--- src/rtl/sync_tx_pkg.sv ---
// rtl/sync_tx_pkg.sv - shared types and default constants for the sync frame link
// Purpose: FSM state type for sync_frame_tx, default sync word/widths shared with
//          the detector side, and a small elaboration-time helper.
// Ports:   none (package)
package sync_tx_pkg;

  typedef enum logic [1:0] {
    IDLE = 2'd0,
    SYNC = 2'd1,
    DATA = 2'd2,
    DONE = 2'd3
  } tx_state_t;

  localparam int                        DEF_SYNC_BITS    = 4;
  localparam logic [DEF_SYNC_BITS-1:0]  DEF_SYNC_PATTERN = 4'b1101;
  localparam int                        DEF_DATA_BITS    = 8;

  function automatic int max_int(input int a, input int b);
    return (a > b) ? a : b;
  endfunction

endpackage

--- src/rtl/flex_pts_sr.sv ---
// rtl/flex_pts_sr.sv - parameterised parallel-to-serial shift register, MSB first
// Purpose: holds a captured parallel word and presents it one bit at a time on
//          serial_msb; each shift moves the next lower bit into the MSB slot.
// Ports:   clk, n_rst      - clock, async active-low reset
//          load_en         - capture parallel_in (wins over shift_en)
//          shift_en        - shift left by one, zero fill
//          parallel_in     - word to capture
//          serial_msb      - current MSB of the register
module flex_pts_sr #(
  parameter int WIDTH = 8
) (
  input  logic             clk,
  input  logic             n_rst,
  input  logic             load_en,
  input  logic             shift_en,
  input  logic [WIDTH-1:0] parallel_in,
  output logic             serial_msb
);

  logic [WIDTH-1:0] sr_q;

  always_ff @(posedge clk or negedge n_rst) begin
    if (!n_rst) begin
      sr_q <= '0;
    end else if (load_en) begin
      sr_q <= parallel_in;
    end else if (shift_en) begin
      // Shift operator keeps this legal for WIDTH == 1
      sr_q <= sr_q << 1;
    end
  end

  assign serial_msb = sr_q[WIDTH-1];

endmodule

--- src/rtl/sync_frame_tx.sv ---
// rtl/sync_frame_tx.sv - serial frame transmitter: sync word then payload, MSB first
// Purpose: on a load request in IDLE, captures data_in and sends SYNC_PATTERN
//          followed by the captured payload on a registered serial line, then
//          flags completion with a one-cycle done pulse.
// Ports:   clk         - system clock, rising edge
//          n_rst       - async active-low reset, abandons any frame in flight
//          load_en     - frame request, honoured only in IDLE
//          data_in     - payload, captured on the accepting edge
//          serial_out  - registered serial bit stream
//          busy        - high from first sync bit through the done cycle
//          done        - one-cycle pulse after the last payload bit
module sync_frame_tx
  import sync_tx_pkg::*;
#(
  parameter int                   DATA_BITS    = DEF_DATA_BITS,
  parameter int                   SYNC_BITS    = DEF_SYNC_BITS,
  parameter logic [SYNC_BITS-1:0] SYNC_PATTERN = SYNC_BITS'(DEF_SYNC_PATTERN),
  parameter logic                 IDLE_LEVEL   = 1'b0
) (
  input  logic                 clk,
  input  logic                 n_rst,
  input  logic                 load_en,
  input  logic [DATA_BITS-1:0] data_in,
  output logic                 serial_out,
  output logic                 busy,
  output logic                 done
);

  localparam int                CNT_W     = $clog2(max_int(SYNC_BITS, DATA_BITS) + 1);
  localparam logic [CNT_W-1:0]  SYNC_LAST = CNT_W'(SYNC_BITS - 1);
  localparam logic [CNT_W-1:0]  DATA_LAST = CNT_W'(DATA_BITS - 1);

  tx_state_t        state_q;
  logic [CNT_W-1:0] cnt_q;
  logic             serial_q;
  logic             busy_q;
  logic             done_q;

  logic             load_accept;
  logic             sr_shift;
  logic             sr_msb;
  logic             sync_next_bit;

  // Output register launches the bit for the *next* cycle, so in SYNC at
  // count c the next bit to present is pattern index SYNC_BITS-2-c.
  always_comb begin
    sync_next_bit = IDLE_LEVEL;
    for (int i = 0; i < SYNC_BITS - 1; i++) begin
      if (cnt_q == CNT_W'(i)) begin
        sync_next_bit = SYNC_PATTERN[SYNC_BITS-2-i];
      end
    end
  end

  assign load_accept = (state_q == IDLE) && load_en;
  // Shift whenever the payload MSB is consumed into the output register:
  // on the SYNC->DATA edge and on every DATA edge.
  assign sr_shift    = ((state_q == SYNC) && (cnt_q == SYNC_LAST)) || (state_q == DATA);

  flex_pts_sr #(
    .WIDTH (DATA_BITS)
  ) u_payload_sr (
    .clk         (clk),
    .n_rst       (n_rst),
    .load_en     (load_accept),
    .shift_en    (sr_shift),
    .parallel_in (data_in),
    .serial_msb  (sr_msb)
  );

  always_ff @(posedge clk or negedge n_rst) begin
    if (!n_rst) begin
      state_q  <= IDLE;
      cnt_q    <= '0;
      serial_q <= IDLE_LEVEL;
      busy_q   <= 1'b0;
      done_q   <= 1'b0;
    end else begin
      case (state_q)
        IDLE: begin
          cnt_q    <= '0;
          done_q   <= 1'b0;
          if (load_en) begin
            state_q  <= SYNC;
            serial_q <= SYNC_PATTERN[SYNC_BITS-1];
            busy_q   <= 1'b1;
          end else begin
            serial_q <= IDLE_LEVEL;
            busy_q   <= 1'b0;
          end
        end

        SYNC: begin
          if (cnt_q == SYNC_LAST) begin
            state_q  <= DATA;
            cnt_q    <= '0;
            serial_q <= sr_msb;
          end else begin
            cnt_q    <= cnt_q + 1'b1;
            serial_q <= sync_next_bit;
          end
        end

        DATA: begin
          if (cnt_q == DATA_LAST) begin
            state_q  <= DONE;
            cnt_q    <= '0;
            serial_q <= IDLE_LEVEL;
            done_q   <= 1'b1;
          end else begin
            cnt_q    <= cnt_q + 1'b1;
            serial_q <= sr_msb;
          end
        end

        DONE: begin
          state_q  <= IDLE;
          cnt_q    <= '0;
          serial_q <= IDLE_LEVEL;
          busy_q   <= 1'b0;
          done_q   <= 1'b0;
        end

        default: begin
          state_q  <= IDLE;
          cnt_q    <= '0;
          serial_q <= IDLE_LEVEL;
          busy_q   <= 1'b0;
          done_q   <= 1'b0;
        end
      endcase
    end
  end

  assign serial_out = serial_q;
  assign busy       = busy_q;
  assign done       = done_q;

endmodule

--- config.mk ---
export PLATFORM = sky130hd
export DESIGN_NAME = sync_frame_tx
export DESIGN_NICKNAME = d
export VERILOG_FILES = /design/src/rtl/sync_tx_pkg.sv /design/src/rtl/flex_pts_sr.sv /design/src/rtl/sync_frame_tx.sv
export SDC_FILE = /design/constraint.sdc
export NUM_CORES = 1
export LEC_CHECK = 0
export CAP_MARGIN = 10
export CORE_UTILIZATION = 50
export CTS_CLUSTER_DIAMETER = 40
export DETAILED_ROUTE_END_ITERATION = 12
export GPL_TIMING_DRIVEN = 1
export PLACE_DENSITY_LB_ADDON = 0.1
export REMOVE_ABC_BUFFERS = 1
export SKIP_LAST_GASP = 1
export SYNTH_ARGS = -nofsm -noshare
export SYNTH_HDL_FRONTEND = slang
export SYNTH_SLANG_ARGS = --single-unit
--- constraint.sdc ---
create_clock -name clk -period 1.92 [get_ports clk]
set_input_delay 0.192 -clock clk [delete_from_list [all_inputs] [get_ports clk]]
set_output_delay 0.192 -clock clk [all_outputs]
set_load 0.02 [all_outputs]
==> results of run 1 <==
==> cells in the final DEF, fill, tap and decap left out, drive strengths merged, types with 2 or more instances in the layout <==
| master | synthesis | layout |
|---|---|---|
| a21oi | 9 | 9 |
| clkbuf | 1 | 4 |
| clkdlybuf4s50 | 0 | 13 |
| dfrtp | 17 | 17 |
| ha | 9 | 9 |
| inv | 7 | 7 |
| mux2 | 2 | 2 |
| mux2i | 8 | 8 |
| nand2 | 5 | 5 |
| nand2b | 3 | 3 |
| nand3 | 4 | 4 |
| nor2 | 12 | 12 |
| nor2b | 2 | 2 |
| o21ai | 6 | 6 |
==> power breakdown <==
| part | internal [mW] | switching, mW |
|---|---|---|
| Combinational | 0.410 | 0.456 |
| Clock | 0.0806 | 0.110 |
| Sequential | 0.519 | 0.101 |
| Total | 1.01 | 0.667 |
==> cells in the mapped netlist <==
master,number,share of area [%]
and2_1,1,0.67
xor2_1,1,0.94
nor2b_1,2,1.3
mux2i_1,8,8.6
dfrtp_1,17,46
a21oi_1,8,4.3
nor2_1,12,4.8
nand2_1,5,2.0
o21ai_1,3,1.6
nand3_1,4,2.1
o21ai_0,3,1.6
clkbuf_1,1,0.40
mux2_1,2,2.4
nand2b_2,1,0.94
a21oi_4,1,1.7
xnor2_1,1,0.94
ha_1,9,12
nor3b_2,1,1.3
o22ai_1,1,0.67
o221ai_1,1,0.94
inv_1,7,2.8
o311ai_1,1,0.94
nand2b_1,2,1.3
==> flip-flops by register name (all words and copies together) (netlist names) <==
register	cells
state_q	2
u_payload_sr.sr_q	8
done	1
serial_out	1
busy	1
cnt_q	4
==> path summary, 6_finish.rpt <==
check	start	to	cells past startpoint
setup / recovery	state_q[1]	u_payload_sr.sr_q[4]	6
hold / removal	n_rst	busy	2
setup reg to reg	state_q[1]	u_payload_sr.sr_q[4]	6
hold reg to reg	busy	busy	2
max in group asynchronous	n_rst	cnt_q[3]	2
min in group clk	data_in[0]	u_payload_sr.sr_q[0]	3
==> per-stage QoR <==
stage          hold WS [ns]  instance area [um^2]  instances  power, mW  utilization (%)
2_1_floorplan       -0.1036                 930.9         91      1.265                -
3_3_place_gp         0.4650                  1100        130      1.463            63.01
3_5_place_dp         0.4813                  1100        130      1.507            63.01
4_1_cts              0.2353                  1126        134      1.699            64.52
5_1_grt              0.2507                  1126        134      1.828            64.52
6_report             0.2272                  1126        134      1.677            64.52
==> metal layers <==
metal  global-route usage [%]  up-vias  wire length (um)
met5                        0        -                 0
met2                    30.72       11               783
met1                    20.91      310               722
met3                    2.400        2                37
li1                         -      345                 -
met4                    7.273        0                13
==> logic make-up after synthesis <==
logic type / after synthesis / share of synthesized area (%)
flops: 17 / 45.52
simple gates: 28 / 14.59
mux: 10 / 10.98
xor+xnor: 2 / 1.875
buf+inv: 8 / 3.213
fa+ha+maj: 9 / 12.05
compound gates: 18 / 11.78
==> area by class of cell <==
cell class	count	area (um^2)
inverters	7	26.28
multi-input cells	67	479.2
clock buffers	4	26.28
well taps	25	31.28
fillers	155	619.3
flip-flops and latches	17	425.4
repair buffers	14	137.6
==> flow_metrics.py, run 1 <==
metrics = {
    "cts": {
        "cts.sinks": 17,
        "cts_tree": "built",
        "clk_pin_slew_ns": 0.10,
        "cts_buffer_depth": 2,
        "cts-root-buf": "clkbuf_4",
        "postCtsResizedCells": 0,
        "htree_levels": 1,
        "cts_post_setup_buffers_inserted": 0,
        "numCtsBuffers": 3,
        "hold_buffers": 0,
        "clock_latency_ns": 0.28,
    },
    "setup_path": {
        "crit_buf_inv": 1,
        "required_ns": 2.08,
        "cp-start-kind": "register",
        "ff2ff_setup_slack_ns": 0.20,
        "cp_slowest_cell": "dfrtp_1",
        "crit_chain": "inv_1 > ha_1 > nor3b_2 > a21oi_4 > mux2i_1 > a21oi_1",
        "worstSetupPathType": "reg2reg",
        "cp_top_family": "flip-flops",
        "cp_max_fo": 8,
        "critPathArrivalTime_ns": 1.87,
        "max_stage_delay_ns": 0.40,
        "end_kind": "register",
    },
    "floorplan": {
        "die_h_um": 45.24,
        "io_pins": 14,
        "die_area_um2": 2046,
        "die_x_um": 45.24,
        "core_area_um2": 1745,
        "start_util_pct": 53.55,
        "num_rows": 15,
    },
    "power_and_ir_drop": {
        "vdd_drop_max_v": 0.0008315,
        "cellPowerDensity_nw_per_um2": 1489,
        "p_leak_nw": 0.5258,
    },
    "place": {
        "port_buffers": 13,
        "dpl.hpwl_um": 1201,
        "gp_congestion": 0.8469,
        "pre_cts_ws_ns": 0.2024,
    },
    "grt": {
        "grt_use_total_pct": 17.37,
        "grt_pass1_wl_um": 2559,
        "grt_pass1_vias": 619,
        "grt_max_degree": 18,
        "antenna_found_initial": 0,
        "overflow": 0,
    },
    "yosys": {
        "syn_avg_cell_area_um2": 10.16,
        "ys_seq_elements": 17,
        "ys_seq_area_share_pct": 45.52,
        "synth_area_um2": 934.6,
        "ys_types": 23,
        "yosys_warnings": 0,
        "synth_cells": 92,
    },
    "route": {
        "via_per_inst": 4.985,
        "drt-total-wl_um": 1557,
        "dr.pass1.iters": 4,
        "postRouteAntennaNets": 0,
        "route.detailed.drc": 0,
        "drtIter0Drc": 8,
        "vias": 668,
        "post_drt_wl_per_cell_um": 11.62,
    },
    "sta": {
        "setup_viol": 0,
        "tightest_slew_ns": 0.4418,
        "hold_violations": 0,
        "max-slew-margin-rel_pct": 70.48,
        "min_period_ns": 1.716,
        "setup_ws_ns": 0.2044,
        "rsz0062_at_grt": "no",
        "setup_tns_ns": 0,
        "drv_slew": 0,
        "finClkSkew_ns": 0.0009595,
        "fmaxAchievable_mhz": 582.9,
        "finalCritPeriodShare_pct": 89.35,
    },
    "run": {
        "drv_cap": 0,
    },
    "outcome": {
        "status": "finished, final reports clean",
    },
    "cells_and_area": {
        "drive_gt1_share_pct": 6.422,
        "areaGrowthSynthToFinish_pct": 20.48,
        "fin_nets": 130,
        "insertedDiodeCount": 0,
    },
    "worst_hold_path": {
        "hold_path_class": "in2async",
    },
}
Note: power is estimated with default switching activity, not from simulation.
==> run 2: changes to the inputs <==
ABC_CLOCK_PERIOD_IN_PS = 1920   (was default)
CORE_UTILIZATION = 52   (was 50)
==> run 2 against run 1 <==
Compared with the run above:
- clock power about the same
- sequential share of layout area about the same
- core utilization is 6.0 points higher
- combinational power down 0.7%
==> flow_metrics.py, run 2 (synthesis results as in run 1) <==
metrics = {
    "route": {
        "dr.pass1.iters": 2,
        "drtIter0Drc": 3,
        "drt-total-wl_um": 1525,
        "post_drt_wl_per_cell_um": 11.47,
        "postRouteAntennaNets": 0,
        "via_per_inst": 5.098,
        "route.detailed.drc": 0,
        "vias": 678,
    },
    "setup_path": {
        "worstSetupPathType": "reg2reg",
        "crit_chain": "inv_1 > ha_1 > nor3b_2 > a21oi_4 > mux2i_1 > a21oi_1",
        "end_kind": "register",
        "cp_slowest_cell": "dfrtp_1",
        "max_stage_delay_ns": 0.40,
        "worstReg2RegStart": "state_q[1]",
        "cp-start-kind": "register",
        "critPathArrivalTime_ns": 1.91,
        "cp_max_fo": 8,
        "critPathLaunch": "state_q[1]",
        "required_ns": 2.08,
    },
    "cells_and_area": {
        "fill_cells": 131,
        "largest_register_ff_count": 8,
        "final_cell_mix": "dfrtp_1, clkdlybuf4s50_1, nor2_1, ha_1",
        "insertedDiodeCount": 0,
        "largestRegisters": "u_payload_sr.sr_q (8), cnt_q (4), state_q (2)",
        "regMostFlops": "u_payload_sr.sr_q",
        "areaGrowthSynthToFinish_pct": 20.35,
        "fin_nets": 130,
        "mostFrequentLayoutCell": "dfrtp_1",
        "fin_util_pct": 70.57,
        "drive_gt1_share_pct": 6.422,
    },
    "place": {
        "port_buffers": 13,
        "gp_congestion": 0.7936,
        "dpl.hpwl_um": 1216,
    },
    "sta": {
        "max-slew-margin-rel_pct": 70.12,
        "setup_viol": 0,
        "hold_violations": 0,
        "setup_tns_ns": 0,
        "finalCritPeriodShare_pct": 91.53,
        "finClkSkew_ns": 0.003666,
        "min_period_ns": 1.757,
        "drv_slew": 0,
        "tightest_slew_ns": 0.4472,
        "fmaxAchievable_mhz": 569.0,
        "rsz0062_at_grt": "no",
    },
    "power_and_ir_drop": {
        "total_power_mw": 1.669,
        "cellPowerDensity_nw_per_um2": 1484,
        "p_leak_nw": 0.5258,
        "vdd_drop_max_v": 0.0008250,
    },
    "cts": {
        "cts_post_setup_buffers_inserted": 0,
        "postCtsResizedCells": 0,
        "hold_buffers": 0,
        "htree_levels": 1,
        "clock_latency_ns": 0.29,
        "cts.sinks": 17,
        "cts_tree": "built",
        "clk_pin_slew_ns": 0.10,
        "cts-root-buf": "clkbuf_4",
        "numCtsBuffers": 3,
        "cts_buffer_depth": 2,
    },
    "floorplan": {
        "start_util_pct": 58.63,
        "io_pins": 14,
        "core_area_um2": 1594,
        "num_rows": 14,
        "die_h_um": 44.40,
        "die_x_um": 44.40,
        "die_area_um2": 1971,
    },
    "run": {
        "drv_cap": 0,
    },
    "grt": {
        "overflow": 0,
        "antenna_found_initial": 0,
        "grt_max_degree": 18,
        "grt_use_total_pct": 18.90,
        "grt_pass1_vias": 675,
        "grt_pass1_wl_um": 2691,
    },
    "outcome": {
        "status": "finished, final reports clean",
    },
    "worst_hold_path": {
        "hold_path_class": "in2async",
    },
}
run 2: power by group:
| part | leakage (nW) | internal (mW) | switching [mW] |
|---|---|---|---|
| combinational | 0.305 | 0.409 | 0.451 |
| sequential | 0.206 | 0.519 | 0.102 |
| clock | 0.0150 | 0.0807 | 0.108 |
| total | 0.526 | 1.01 | 0.661 |
run 2: critical path, delay by kind of cell, from the launching register on:
| kind | cells | cell delay [ns] |
|---|---|---|
| AO/OA/AOI/OAI | 2 | 0.41 |
| flip-flops | 1 | 0.40 |
| multiplexers | 1 | 0.27 |
| adder cells (fa/ha/maj) | 1 | 0.26 |
| AND/OR/NAND/NOR | 1 | 0.20 |
| buffers and inverters | 1 | 0.09 |
run 2: area by class of cell:
class / instances / area (um^2) / area share [%]
Multi-Input combinational cell: 67 / 479.2 / 42.60
Sequential cell: 17 / 425.4 / 37.82
Timing Repair Buffer: 14 / 137.6 / 12.24
Tap cell: 24 / 30.03 / 2.670
Clock buffer: 4 / 26.28 / 2.336
Inverter: 7 / 26.28 / 2.336
run 2: per-stage QoR:
| step | setup slack (ns) | cell area [um^2] | hold slack [ns] | cells |
|---|---|---|---|---|
| 4_1_cts | 0.1606 | 1125 | 0.2178 | 133 |
| 3_5_place_dp | 0.1729 | 1099 | 0.4773 | 129 |
| 6_report | 0.1626 | 1125 | 0.2136 | 133 |
| 2_1_floorplan | 0.3650 | 930.9 | -0.1036 | 91 |
| 5_1_grt | 0.06249 | 1125 | 0.2512 | 133 |
| 3_3_place_gp | 0.2711 | 1099 | 0.4642 | 129 |
run 2: worst paths after layout:
check / end / depth (start not counted) / slack [ns]
worst max-delay path: u_payload_sr.sr_q[2] / 6 / 0.16
worst min-delay path: cnt_q[2] / 2 / 0.21
worst max register to register: u_payload_sr.sr_q[2] / 6 / 0.16
worst min register to register: busy / 2 / 0.50
max in group asynchronous: u_payload_sr.sr_q[4] / 2 / 1.53
min in group clk: u_payload_sr.sr_q[0] / 3 / 0.45
run 2: layer usage:
metal	share of wire [%]	vias up	wire length [um]	global-route usage [%]
met5	0	-	0	0
met3	2.5	4	38	2.449
li1	-	346	-	-
met1	46	315	703	21.64
met4	2.0	0	31	9.091
met2	49	13	751	34.41
